**src/rtl/instr_fetch_pkg.sv**
```systemverilog
// rtl/instr_fetch_pkg.sv - shared types and constants for the RV32I fetch stage
package instr_fetch_pkg;

  localparam logic [31:0] DEFAULT_RESET_PC = 32'h0000_0000;
  localparam logic [31:0] NOP_WORD         = 32'h0000_0013;
  localparam int          FETCH_WIDTH      = 64;

  typedef struct packed {
    logic [31:0] pc;
    logic [31:0] word;
  } fetch_entry_t;

  function automatic logic [31:0] word_align(input logic [31:0] addr);
    return {addr[31:2], 2'b00};
  endfunction

endpackage

```
**src/rtl/fetch_fifo.sv**
```systemverilog
// rtl/fetch_fifo.sv - synchronous instruction buffer with push/pop/flush
module fetch_fifo #(
  parameter int DEPTH = 2,
  parameter int WIDTH = 64
) (
  input  logic                         clk,
  input  logic                         rst,
  input  logic                         push,
  input  logic                         pop,
  input  logic                         flush,
  input  logic [WIDTH-1:0]             wdata,
  output logic [WIDTH-1:0]             rdata,
  output logic [$clog2(DEPTH+1)-1:0]   count,
  output logic                         empty
);
  localparam int PW = $clog2(DEPTH);
  localparam int CW = $clog2(DEPTH+1);

  logic [WIDTH-1:0] mem [DEPTH];
  logic [PW-1:0]    wr_ptr;
  logic [PW-1:0]    rd_ptr;
  logic             full;
  logic             do_push;
  logic             do_pop;

  assign full    = (count == CW'(DEPTH));
  assign empty   = (count == '0);
  assign do_pop  = pop && !empty;
  // A pop frees the slot this cycle, so a push into a full buffer is legal alongside it.
  assign do_push = push && (!full || do_pop);
  assign rdata   = mem[rd_ptr];

  always_ff @(posedge clk) begin
    if (rst) begin
      wr_ptr <= '0;
      rd_ptr <= '0;
      count  <= '0;
      for (int i = 0; i < DEPTH; i++) mem[i] <= '0;
    end else if (flush) begin
      wr_ptr <= '0;
      rd_ptr <= '0;
      count  <= '0;
    end else begin
      if (do_push) begin
        mem[wr_ptr] <= wdata;
        wr_ptr      <= wr_ptr + PW'(1);
      end
      if (do_pop) rd_ptr <= rd_ptr + PW'(1);
      count <= count + CW'(do_push) - CW'(do_pop);
    end
  end

endmodule

```
**src/rtl/instr_fetch.sv**
```systemverilog
// rtl/instr_fetch.sv - RV32I fetch stage: PC, credit-limited imem requests, decoder buffer
module instr_fetch
  import instr_fetch_pkg::*;
#(
  parameter logic [31:0] RESET_PC   = DEFAULT_RESET_PC,
  parameter int          FIFO_DEPTH = 2
) (
  input  logic        clk,
  input  logic        rst,
  output logic        imem_req_valid,
  input  logic        imem_req_ready,
  output logic [31:0] imem_req_addr,
  input  logic        imem_rsp_valid,
  input  logic [31:0] imem_rsp_data,
  input  logic        redirect_valid,
  input  logic [31:0] redirect_pc,
  output logic        instr_valid,
  input  logic        instr_ready,
  output logic [31:0] instr,
  output logic [31:0] instr_pc
);
  localparam int CW = $clog2(FIFO_DEPTH+1);

  logic [31:0]   pc;
  logic [31:0]   rsp_pc;
  logic [CW-1:0] outstanding;
  logic [CW-1:0] discard;
  logic [CW-1:0] out_next;
  logic [CW-1:0] fifo_count;
  logic [CW:0]   credit_sum;
  logic          req_fire;
  logic          push;
  logic          pop;
  logic          fifo_empty;
  fetch_entry_t  head;
  fetch_entry_t  entry_in;

  // Buffered words plus in-flight requests never exceed the buffer, so responses always fit.
  assign credit_sum     = {1'b0, fifo_count} + {1'b0, outstanding};
  assign imem_req_valid = !rst && !redirect_valid && (credit_sum < (CW+1)'(FIFO_DEPTH));
  assign imem_req_addr  = pc;
  assign req_fire       = imem_req_valid && imem_req_ready;
  assign out_next       = outstanding + CW'(req_fire) - CW'(imem_rsp_valid);

  assign push           = imem_rsp_valid && (discard == '0) && !redirect_valid;
  assign pop            = instr_valid && instr_ready;
  assign instr_valid    = !fifo_empty;
  assign instr          = head.word;
  assign instr_pc       = head.pc;
  assign entry_in       = '{pc: rsp_pc, word: imem_rsp_data};

  fetch_fifo #(
    .DEPTH (FIFO_DEPTH),
    .WIDTH (FETCH_WIDTH)
  ) u_fifo (
    .clk   (clk),
    .rst   (rst),
    .push  (push),
    .pop   (pop),
    .flush (redirect_valid),
    .wdata (entry_in),
    .rdata (head),
    .count (fifo_count),
    .empty (fifo_empty)
  );

  always_ff @(posedge clk) begin
    if (rst) begin
      pc          <= RESET_PC;
      rsp_pc      <= RESET_PC;
      outstanding <= '0;
      discard     <= '0;
    end else begin
      outstanding <= out_next;
      if (redirect_valid) begin
        // Everything still in flight after this cycle belongs to the old path.
        pc      <= word_align(redirect_pc);
        rsp_pc  <= word_align(redirect_pc);
        discard <= out_next;
      end else begin
        if (req_fire) pc <= pc + 32'd4;
        if (imem_rsp_valid) begin
          if (discard != '0) discard <= discard - CW'(1);
          else               rsp_pc  <= rsp_pc + 32'd4;
        end
      end
    end
  end

endmodule
```
**config.mk**
```make
export PLATFORM = sky130hd
export DESIGN_NAME = instr_fetch
export DESIGN_NICKNAME = d
export VERILOG_FILES = /design/src/rtl/instr_fetch_pkg.sv /design/src/rtl/fetch_fifo.sv /design/src/rtl/instr_fetch.sv
export SDC_FILE = /design/constraint.sdc
export NUM_CORES = 1
export LEC_CHECK = 0
export BUFFER_PORTS_ARGS = -buffer_cell sky130_fd_sc_hd__buf_4
export CAP_MARGIN = 40
export CORE_MARGIN = 3
export CORE_UTILIZATION = 57
export DETAILED_ROUTE_END_ITERATION = 7
export PLACE_DENSITY = 0.81
export SLEW_MARGIN = 10
export SYNTH_ARGS = -nofsm -noshare
export SYNTH_HDL_FRONTEND = slang
export SYNTH_HIERARCHICAL = 1
export SYNTH_SLANG_ARGS = --single-unit
```
**constraint.sdc**
```tcl
create_clock -name clk -period 4.7 [get_ports clk]
set_input_delay 1.41 -clock clk [delete_from_list [all_inputs] [get_ports clk]]
set_output_delay 1.41 -clock clk [all_outputs]
set_load 0.1 [all_outputs]
```
; Word level (Yosys, flattened, before mapping)
; Memories as Yosys holds them, arrays and structs flattened. A register that Yosys moved wholly into a read port is not among the register bits.
; Index checks and enable logic that the tools add are counted.
[totals]
regBits = 72
ram_bits = 128
output_inout_bits = 98
n_memories = 1
[mem_list]
columns = memory, words, width, read_ports, rd_ports_with_merged_regs, write_ports, line
row1 = u_fifo.mem, 2, 64, 1, 1, 2, fetch_fifo.sv:19  ; logic [WIDTH-1:0] mem [DEPTH];
[op_classes]
addsub = 10
magnitude_cmp = 1
n_eq_ne = 2
muxes = 19
n_bitwise = 1
reduce_logical = 24
[op_table]
columns = operator, n
row1 = 32-bit 2-to-1 mux, 5
row2 = "32-bit by 3-bit adder with 32-bit output, second input constant", 2
row3 = 64-bit 2-to-1 mux, 1
row4 = 64-bit OR reduction, 1
row5 = 1-bit 2-to-1 mux, 10
row6 = 1-bit logical AND, 8
row7 = 2-bit nonzero test, 4
row8 = 2-bit 2-to-1 mux, 3
row9 = 2-bit AND reduction, 3
row10 = 2-bit by 1-bit adder with 2-bit output, 2
row11 = 1-bit logical NOT, 4
row12 = 2-bit logical NOT, 2
row13 = 2-bit by 1-bit subtractor with 2-bit output, 2
row14 = 2-bit by 2-bit adder with 3-bit output, 1
row15 = "3-bit by 2-bit < comparator with 1-bit output, second input constant", 1
row16 = "1-bit adder, second input constant", 2
row17 = "2-bit == test, second input constant", 1
row18 = "2-bit inequality test, second input constant", 1
row19 = 2-bit OR reduction, 1
row20 = "2-bit by 1-bit subtractor with 2-bit output, second input constant", 1
row21 = 1-bit logical OR, 1
row22 = 1-bit NOT, 1

; Depth between registers and ports, before layout
; Gate-level depths: netlist of run 1.
[logic_depth]
word_depth = 12
depth_mapped = 11

; Modules after synthesis
; Netlist of run 1, hierarchy kept.
[modules_own_cells]
columns = mod, instances, cells_per_inst, area_per_inst_um2
row1 = fetch_fifo, 1, 367, 5851.9
row2 = instr_fetch, 1, 466, 3771.1

; Worst setup path before layout of run 1
; OpenSTA, ideal clock, no wires.
[synth_path]
path_type = input port to output port
startpoint = input port redirect_valid
endpoint = output port imem_req_valid
t_arrival_ns = 4.894
required_time_ns = 3.290
setup_slack_ns = -1.604
cell_stages = 4
path_buffers = 3
cell_sequence = clkbuf_1 clkbuf_1 buf_1 nor4_1
[synth_between]
elab_chain_cells = 3
[synth_lines]
columns = element, line
row1 = start: declaration, instr_fetch.sv:15  ; input logic redirect_valid,
row2 = 1-bit logical NOT, instr_fetch.sv:40  ; assign imem_req_valid = !rst && !redirect_valid && (credit_sum < (CW+1)'(FIFO_DEPTH));
row3 = 1-bit logical AND (2 in a row), instr_fetch.sv:40
row4 = end: declaration, instr_fetch.sv:10  ; output logic imem_req_valid,
; Every way passes these cells.

==> key figures, run 1 <==
Yosys
  • Post-synth ARST share: 0
  • Cell count after synthesis: 833
  • Distinct cells, synth: 59
  • Synthesized cell area: 9620 µm²
  • Avg Cell Area, Syn: 11.6 µm²
  • Synth top area share: 0.399
  • EDFF count, synth: 128
  • Commonest cells in the netlist: edfxtp_1, and2_1, dfxtp_1
  • Ys Warns: 6
  • Ys flop type: edfxtp_1
  • Yosys reg bits: 197
  • Sequential area share after synthesis: 0.543
  • Most instantiated library cell after synthesis: edfxtp_1
  • Area leader, netlist: edfxtp_1
  • Synth top area cells: edfxtp_1, dfxtp_1, mux2_2, and2_1, and2_4

Cells and area
  • Utilization after layout: 0.712
  • Layout cells sized above 1: 0.309
  • Ant diodes: 0
  • Area Growth Syn to Fin: 19.7%
  • Post-Layout Cell Count: 1211
  • Cell area after layout: 11500 µm²
  • Layout net count: 1060

Routing
  • WL final: 21300 µm
  • Routed wire per std cell: 17.6 µm
  • Number of nets with antenna violations after routing: 0
  • DRC: 0
  • Top Metal Used: met4
  • Met1 Wirelength: 9050 µm
  • Vias: 7012
  • Detail Route met3 WL: 1820 µm
  • Met2 wire len: 10100 µm
  • Initial DRT Pass Iterations: 5
  • DRT iter0 DRCs: 473
  • Post-DR vias/cell: 5.79

CTS
  • Total CTS buffers: 17
  • Clock Sinks: 197
  • Post-CTS setup buffer count: 0
  • CTS max path bufs: 2
  • Hold bufs inserted after CTS: 0
  • Root Buffer: clkbuf_16
  • TritonCTS clock tree: done
  • Clk Latency, worst-skew pair: 0.43 ns
  • CTS HTree Levels: 4
  • Post-CTS sizing: 0
  • Reg clk slew, reported paths: 0.06 ns

Floorplan
  • Initial core utilization: 0.595
  • Die Y: 136 µm
  • Die area: 18500 µm²
  • Die Wd: 136 µm
  • # rows: 46
  • Top-level I/O count: 168
  • Core Region: 16200 µm²

Place
  • Post-DP HPWL: 14800 µm
  • Port buffer count: 163
  • Placed cell count: 1179
  • Placed inst area: 11000 µm²
  • GP Congestion: 0.858

Timing
  • Final critical-path share of the clock period: 0.779
  • Tmin final: 3.66 ns
  • Final Setup Violations: 0
  • Final hold vios: 0
  • Setup TNS: 0 ns
  • Hold WS: 0.553 ns
  • Unrepaired setup endpoints after global routing: false
  • Slew Limit Fails: 0
  • Clock skew: 0.00737 ns
  • Slew at the pin closest to its max-slew limit: 0.793 ns
  • Slew HR: 0.467
  • F_max: 273 MHz

Pwr
  • Switching Share: 0.300
  • Switching power: 1.23 mW
  • P_leak: 4.49 nW
  • Max IR drop VDD: 0.275 mV
  • P_int: 2.87 mW
  • Reg power frac: 0.490
  • Power density cells: 356 nW/µm²
  • Clock group share of total power: 0.324
  • Logic pwr share: 0.186

Critical path
  • CP Max Fanout: 26
  • Crit path DAT: 2.25 ns
  • Critical Path Start Type: flip-flop
  • Critical Path RT: 3.29 ns
  • CP endpoint kind: primary output
  • Crit Path Class: flip-flop to primary output

Global routing
  • Antenna violations before repair: 0
  • Largest net degree at the start of global routing: 66
  • Gr usage total: 0.233
  • Vias in the first global route: 6552
  • Global-route wire length before repair: 33600 µm
  • Total overflow reported by the global router: 0

Job
  • Max-cap check violation count: 0

Worst hold path
  • HP Class: flip-flop to flip-flop

Status
  • Status: complete, no violations
==> critical path, stage by stage (launching register included) <==
cell	delay (ns)
dfxtp_2	0.75
buf_4	0.41
mux2_2	0.39
buf_4	0.24
==> cells in the final DEF (no fill, tap or decap), types with 14 or more instances in the layout <==
cell type  instances
or4_1             16
o31ai_1           14
a31oi_1           18
nand4_1           24
nand2_1           40
inv_1             26
nor4_1            14
edfxtp_1         128
nor2_1            27
xor2_1            14
clkbuf_16         17
mux2_2            66
and2_1           110
a21oi_1           18
and2_4            26
dfxtp_1           68
buf_4            174
nand3_1           25
==> final timing paths <==
path | start | endpoint | slack, ns | depth (start not counted)
setup / recovery | flip-flop | instr_pc[3] | 1.04 | 3
hold / removal | u_fifo/rd_ptr | flip-flop | 0.55 | 2
setup reg to reg | u_fifo/count[0] | discard[1] | 1.85 | 11
hold reg to reg | u_fifo/rd_ptr | flip-flop | 0.55 | 2
==> power by group through the flow <==
| stage | sequential, mW | clock (mW) | combinational, mW |
|---|---|---|---|
| 2_1_floorplan | 2.15 | 0 | 0.454 |
| 5_1_grt | 2.02 | 1.42 | 0.799 |
| 3_3_place_gp | 2.04 | 0 | 0.752 |
| 6_report | 2.01 | 1.33 | 0.763 |
| 3_5_place_dp | 2.05 | 0 | 0.759 |
| 4_1_cts | 2.01 | 1.35 | 0.763 |
==> registers in the layout, indices dropped and copies added, names as in the netlist, named ones only <==
name / cells
imem_req_addr: 30
u_fifo/wr_ptr: 1
discard: 2
rsp_pc: 30
u_fifo/mem: 128
u_fifo/rd_ptr: 1
u_fifo/count: 2
outstanding: 2
==> layer usage <==
layer,global-route usage,vias to the layer above
li1,-,3358
met1,0.324,3327
met2,0.372,295
met3,0.0459,32
met4,0.0728,0
met5,0,-
==> cells by family (layout without fill, tap and decap cells) <==
kind of cell | Yosys count | count (layout) | share of synthesized area
AOI/OAI and AO/OA | 117 | 117 | 0.0858
and+or+nand+nor | 342 | 342 | 0.218
other | 1 | 6 | 0.000390
adders and majority gates | 8 | 8 | 0.0112
DFF | 197 | 197 | 0.543
buffers and inverters | 77 | 234 | 0.0412
muxes | 67 | 67 | 0.0783
xor gates and xnor gates | 24 | 24 | 0.0218
==> metrics by stage <==
| step | worst slack [ns] | total power, mW |
|---|---|---|
| after floorplan | 0.201 | 2.60 |
| after global placement | 1.08 | 2.79 |
| after CTS | 1.01 | 4.12 |
| after global routing | 0.961 | 4.25 |
| after detailed placement | 1.08 | 2.81 |
| final | 1.04 | 4.11 |
==> layout make-up <==
| class | count | area [µm²] |
|---|---|---|
| Fill cell | 1173 | 4650 |
| Inverter | 26 | 97.6 |
| Clock buffer | 20 | 437 |
| Multi-Input combinational cell | 564 | 4040 |
| Clock inverter | 12 | 108 |
| Tap cell | 216 | 270 |
| Sequential cell | 197 | 5230 |
| Timing Repair Buffer | 176 | 1350 |
(Power assumes the default switching activity.)
==> inputs of run 2 (changes only) <==
--- a/config.mk
+++ b/config.mk
@@ -8,9 +8,9 @@
 export BUFFER_PORTS_ARGS = -buffer_cell sky130_fd_sc_hd__buf_4
 export CAP_MARGIN = 40
 export CORE_MARGIN = 3
-export CORE_UTILIZATION = 57
+export CORE_UTILIZATION = 51
 export DETAILED_ROUTE_END_ITERATION = 7
-export PLACE_DENSITY = 0.81
+export PLACE_DENSITY = 0.77
 export SLEW_MARGIN = 10
 export SYNTH_ARGS = -nofsm -noshare
 export SYNTH_HDL_FRONTEND = slang
==> constraint.sdc (replaced) <==
create_clock -name clk -period 3.3 [get_ports clk]
set_input_delay 0.99 -clock clk [delete_from_list [all_inputs] [get_ports clk]]
set_output_delay 0.99 -clock clk [all_outputs]
set_load 0.1 [all_outputs]
==> key figures, run 2 (synthesized netlist as in run 1, its figures left out) <==
Status
  • Status: complete, no violations

Critical path
  • CP Max Fanout: 5
  • Cell family with most CP delay: adder cells
  • Worst path slowest cell: fa_1
  • WP buf/inv: 1
  • Crit Path Class: flip-flop to primary output
  • Crit path cell chain: and2_1, fa_1, nor4_4, buf_4
  • Crit path largest cell delay: 0.50 ns
  • CP endpoint kind: primary output
  • Crit path DAT: 2.16 ns
  • Critical Path RT: 2.31 ns
  • Critical Path Start Type: flip-flop

Timing
  • Slew at the pin closest to its max-slew limit: 0.594 ns
  • Final critical-path share of the clock period: 0.956
  • Slew HR: 0.600
  • Final Setup Violations: 0
  • Hold WS: 0.547 ns
  • Final hold vios: 0
  • Tmin final: 3.15 ns
  • Slew Limit Fails: 0
  • Unrepaired setup endpoints after global routing: false
  • Clock skew: 0.00883 ns
  • Final setup margin: 0.146 ns
  • F_max: 317 MHz

Place
  • GP Congestion: 0.895
  • Port buffer count: 163
  • Pre-CTS setup slack: 0.424 ns
  • Post-DP HPWL: 15400 µm

Job
  • Max-cap check violation count: 0

Floorplan
  • Die Y: 143 µm
  • # rows: 49
  • Top-level I/O count: 168
  • Initial core utilization: 0.527
  • Core Region: 18300 µm²
  • Die Wd: 143 µm
  • Die area: 20600 µm²

Cells and area
  • Layout cells sized above 1: 0.316
  • Area Growth Syn to Fin: 21.0%
  • Max reg flops: 128
  • Ant diodes: 0
  • Commonest cells after routing, fill and taps aside: buf_4, edfxtp_1, and2_1, dfxtp_1, mux2_2
  • Multi-input gate area: 4040 µm²
  • Layout fillers: 1442
  • FF+latch area: 5230 µm²
  • Commonest non-fill, non-tap cell in the layout: buf_4
  • Top reg by flops: u_fifo/mem
  • Layout net count: 1065

Routing
  • Number of nets with antenna violations after routing: 0
  • Vias: 7129
  • DRC: 0
  • DRT iter0 DRCs: 456
  • Post-DR vias/cell: 5.80
  • WL final: 22300 µm
  • Routed wire per std cell: 18.2 µm
  • Initial DRT Pass Iterations: 5

Worst hold path
  • HP Class: flip-flop to flip-flop

Global routing
  • M3 GR Usage: 0.0496
  • Met1 Usage GRT: 0.289
  • Total overflow reported by the global router: 0
  • GRT busiest layer: met2
  • Vias in the first global route: 6971
  • Largest net degree at the start of global routing: 65
  • Gr usage total: 0.216
  • Antenna violations before repair: 0
  • Met2 Resource Use GR: 0.356
  • Global-route wire length before repair: 35200 µm

CTS
  • Total CTS buffers: 17
  • TritonCTS clock tree: done
  • Post-CTS setup buffer count: 0
  • Reg clk slew, reported paths: 0.07 ns
  • Post-CTS sizing: 0
  • CTS HTree Levels: 4
  • Clock Sinks: 197
  • Hold bufs inserted after CTS: 0
  • Clk Latency, worst-skew pair: 0.43 ns
  • CTS max path bufs: 2
  • Root Buffer: clkbuf_16

Pwr
  • P_leak: 4.55 nW
  • Power density cells: 519 nW/µm²
  • Max IR drop VDD: 0.373 mV
-- run 2: worst paths after layout --
path / from / to / slack [ns] / depth (start not counted)
min reg2reg: u_fifo/rd_ptr / flip-flop / 0.55 / 2
max reg2reg: u_fifo/count[0] / discard[1] / 0.48 / 11
max: u_fifo/count[0] / imem_req_valid / 0.15 / 4
min: u_fifo/rd_ptr / flip-flop / 0.55 / 2
-- run 2: cell type report --
class                      instances  area share
clock buffer                      17      0.0365
clock inverter                    15      0.0147
inverter                          26     0.00838
multi-input combinational        564       0.347
sequential                       197       0.449
tap                              229      0.0246
timing repair buffer             181       0.120
-- run 2: worst register-to-register path, delay by kind of cell, from the launching register on --
family | cells | cell delay, ns
buffers and inverters | 1 | 0.05
adder cells (fa/ha/maj) | 3 | 0.98
AND/OR/NAND/NOR | 4 | 0.73
flip-flops | 1 | 0.42
multiplexers | 1 | 0.27
XOR/XNOR | 2 | 0.30
-- run 2: where the power goes --
part	leakage, nW	internal [mW]	switching (mW)
logic	2.36	0.302	0.792
clock network	0.285	1.14	0.948
registers	1.90	2.75	0.112
total	4.55	4.19	1.85
-- run 2: metrics by stage --
| stage | cell area (µm²) | total power, mW | TNS (ns) | cells | utilization |
|---|---|---|---|---|---|
| after floorplan | 9700 | 3.71 | -0.196 | 838 | - |
| after global placement | 11000 | 3.99 | 0 | 1197 | 0.604 |
| after detailed placement | 11000 | 4.01 | 0 | 1197 | 0.604 |
| after CTS | 11600 | 6.07 | 0 | 1229 | 0.637 |
| after global routing | 11600 | 6.25 | 0 | 1229 | 0.637 |
| final | 11600 | 6.05 | 0 | 1229 | 0.637 |
-- run 2: per-layer routing --
metal,up-vias,wire (µm)
met2,270,10600
li1,3378,-
met3,20,1660
met4,0,264
met5,-,0
met1,3461,9760
==> inputs of run 3 (changes only) <==
--- a/config.mk
+++ b/config.mk
@@ -8,11 +8,11 @@
 export BUFFER_PORTS_ARGS = -buffer_cell sky130_fd_sc_hd__buf_4
 export CAP_MARGIN = 40
 export CORE_MARGIN = 3
-export CORE_UTILIZATION = 51
+export CORE_UTILIZATION = 45
+export CTS_CLUSTER_SIZE = 30
 export DETAILED_ROUTE_END_ITERATION = 7
-export PLACE_DENSITY = 0.77
+export PLACE_DENSITY = 0.69
 export SLEW_MARGIN = 10
 export SYNTH_ARGS = -nofsm -noshare
 export SYNTH_HDL_FRONTEND = slang
-export SYNTH_HIERARCHICAL = 1
 export SYNTH_SLANG_ARGS = --single-unit
==> key figures, run 3 <==
Routing
  • Number of nets with antenna violations after routing: 0
  • Initial DRT Pass Iterations: 5
  • Post-DR vias/cell: 5.08
  • Routed wire per std cell: 16.2 µm
  • Vias: 6154
  • DRT iter0 DRCs: 298
  • WL final: 19600 µm
  • DRC: 0

Yosys
  • Area leader, netlist: edfxtp_1
  • Sequential area share after synthesis: 0.557
  • Commonest cells in the netlist: and2_1, edfxtp_1, dfxtp_1
  • Yosys reg bits: 193
  • Synth top area share: 0.406
  • Avg Cell Area, Syn: 11.7 µm²
  • Ys Warns: 0
  • Most instantiated library cell after synthesis: and2_1
  • Synth top area cells: edfxtp_1, dfxtp_1, and2_1, mux2_2, xnor2_1
  • Synthesized cell area: 9170 µm²
  • Ys flop type: edfxtp_1
  • Distinct cells, synth: 55
  • EDFF count, synth: 124
  • Cell count after synthesis: 782
  • Post-synth ARST share: 0

CTS
  • Post-CTS setup buffer count: 0
  • Root Buffer: clkbuf_16
  • TritonCTS clock tree: done
  • CTS HTree Levels: 4
  • Reg clk slew, reported paths: 0.07 ns
  • CTS max path bufs: 2
  • Post-CTS sizing: 0
  • Clk Latency, worst-skew pair: 0.42 ns
  • Hold bufs inserted after CTS: 0
  • Total CTS buffers: 17
  • Clock Sinks: 193

Floorplan
  • Die area: 22100 µm²
  • Initial core utilization: 0.465
  • Core Region: 19700 µm²
  • Die Wd: 149 µm
  • Top-level I/O count: 168
  • Die Y: 149 µm
  • # rows: 51

Cells and area
  • Ant diodes: 0
  • Layout cells sized above 1: 0.313
  • Layout net count: 1011
  • Max reg flops: 124
  • Top reg by flops: u_fifo.mem
  • Area Growth Syn to Fin: 23.5%
  • Commonest non-fill, non-tap cell in the layout: buf_4
  • Commonest cells after routing, fill and taps aside: buf_4, and2_1, edfxtp_1, dfxtp_1, mux2_2

Pwr
  • Reg power frac: 0.447
  • Max IR drop VDD: 0.343 mV
  • Switching power: 2.05 mW
  • P_leak: 4.51 nW
  • Logic pwr share: 0.226
  • P_int: 4.31 mW
  • Switching Share: 0.322
  • Clock group share of total power: 0.327
  • Power density cells: 562 nW/µm²

Place
  • Post-DP HPWL: 13200 µm
  • GP Congestion: 0.800
  • Port buffer count: 161
  • Pre-CTS setup slack: 0.353 ns

Timing
  • Final critical-path share of the clock period: 0.905
  • Tmin final: 2.99 ns
  • Slew Limit Fails: 0
  • Setup TNS: 0 ns
  • Slew HR: 0.590
  • Clock skew: 0.00932 ns
  • F_max: 335 MHz
  • Final setup margin: 0.312 ns
  • Final Setup Violations: 0
  • Unrepaired setup endpoints after global routing: false
  • Slew at the pin closest to its max-slew limit: 0.611 ns
  • Final hold vios: 0

Global routing
  • Antenna violations before repair: 0
  • Total overflow reported by the global router: 0
  • Vias in the first global route: 5929
  • Gr usage total: 0.179
  • Largest net degree at the start of global routing: 63
  • Global-route wire length before repair: 31300 µm

Critical path
  • CP endpoint kind: primary output
  • Crit path DAT: 2.00 ns
  • Worst Setup EP: imem_req_valid
  • Crit Reg-Reg Startpoint: u_fifo.count[0]
  • WP buf/inv: 1
  • CP Launch Point: u_fifo.count[0]
  • Worst path slowest cell: fa_1
  • Cell family with most CP delay: adder cells
  • R2R Setup Slk: 0.61 ns
  • Critical Path RT: 2.31 ns
  • FF-to-FF End: imem_req_addr[24]
  • Crit path largest cell delay: 0.52 ns
  • CP Max Fanout: 4
  • Critical Path Start Type: flip-flop
  • Number of logic stages on the critical path including buffering: 4
  • Crit path cell chain: and2_1, fa_1, nor3_4, buf_4
  • Reg2reg path depth: 7
  • Crit Path Class: flip-flop to primary output

Job
  • Max-cap check violation count: 0

Worst hold path
  • HP Class: flip-flop to flip-flop

Status
  • Status: complete, no violations
==> run 3: cell count changes after synthesis, sizes merged, moves of 13 or more <==
cell,before,now
a21boi,11,40
xnor2,10,32
a31oi,18,2
xor2,14,30
or4,16,1
o31ai,14,0
a21oi,18,31
==> run 3: cells by family (layout without fill, tap and decap cells) <==
kind of cell,Yosys count,in the layout,share of synthesized area
AND/OR/NAND/NOR,285,285,0.189
other,1,4,0.000409
AO/OA/AOI/OAI,94,94,0.0681
buffers and inverters,75,236,0.0359
multiplexers,64,64,0.0784
flip-flops,193,193,0.557
XOR/XNOR,62,62,0.0592
adder cells (fa/ha/maj),8,8,0.0117
==> run 3: layout make-up <==
class | count | area [µm²]
fillers | 1703 | 8400
flip-flops and latches | 193 | 5110
multi-input cells | 517 | 3780
repair buffers | 174 | 1380
clock buffers | 23 | 520
well taps | 265 | 332
inverters | 30 | 113
clock inverters | 9 | 90.1
==> run 3: layer usage <==
metal  up-vias  part of all wire  global-route usage
li1       3049                 -                   -
met1      2899              0.48               0.264
met2       197              0.46               0.277
met3         9             0.059              0.0344
met4         0            0.0068              0.0406
met5         -                 0                   0
==> run 3: tightest hold or removal path: cells and delay by family, from the launching register on <==
kind | cells | cell delay (ns)
flip-flops | 1 | 0.33
XOR/XNOR | 1 | 0.08
AND/OR/NAND/NOR | 1 | 0.08
==> run 3: through the flow <==
stage | hold slack (ns) | instance area, µm² | power, mW | std cells | util
2_1_floorplan | 0.481 | 9190 | 3.99 | 785 | -
6_report | 0.522 | 11300 | 6.36 | 1211 | 0.574
3_5_place_dp | 0.502 | 10700 | 4.34 | 1179 | 0.543
3_3_place_gp | 0.492 | 10700 | 4.33 | 1179 | 0.543
5_1_grt | 0.544 | 11300 | 6.59 | 1211 | 0.574
4_1_cts | 0.525 | 11300 | 6.41 | 1211 | 0.574
==> run 3: power by group through the flow <==
stage          Combinational (mW)  Clock [mW]  Sequential [mW]
2_1_floorplan               0.938           0             3.06
3_3_place_gp                 1.44           0             2.89
3_5_place_dp                 1.44           0             2.90
4_1_cts                      1.45        2.12             2.84
5_1_grt                      1.51        2.21             2.87
6_report                     1.44        2.08             2.84
==> run 3: worst min-delay path by stage <==
stage                        from  cells past startpoint  slack, ns       endpoint
floorplan           u_fifo.rd_ptr                      2       0.48      flip-flop
global placement    u_fifo.rd_ptr                      2       0.49  u_fifo.rd_ptr
detailed placement  u_fifo.rd_ptr                      2       0.50      flip-flop
CTS                 u_fifo.rd_ptr                      2       0.53      flip-flop
global route        u_fifo.rd_ptr                      2       0.54      flip-flop
finish              u_fifo.rd_ptr                      2       0.52      flip-flop
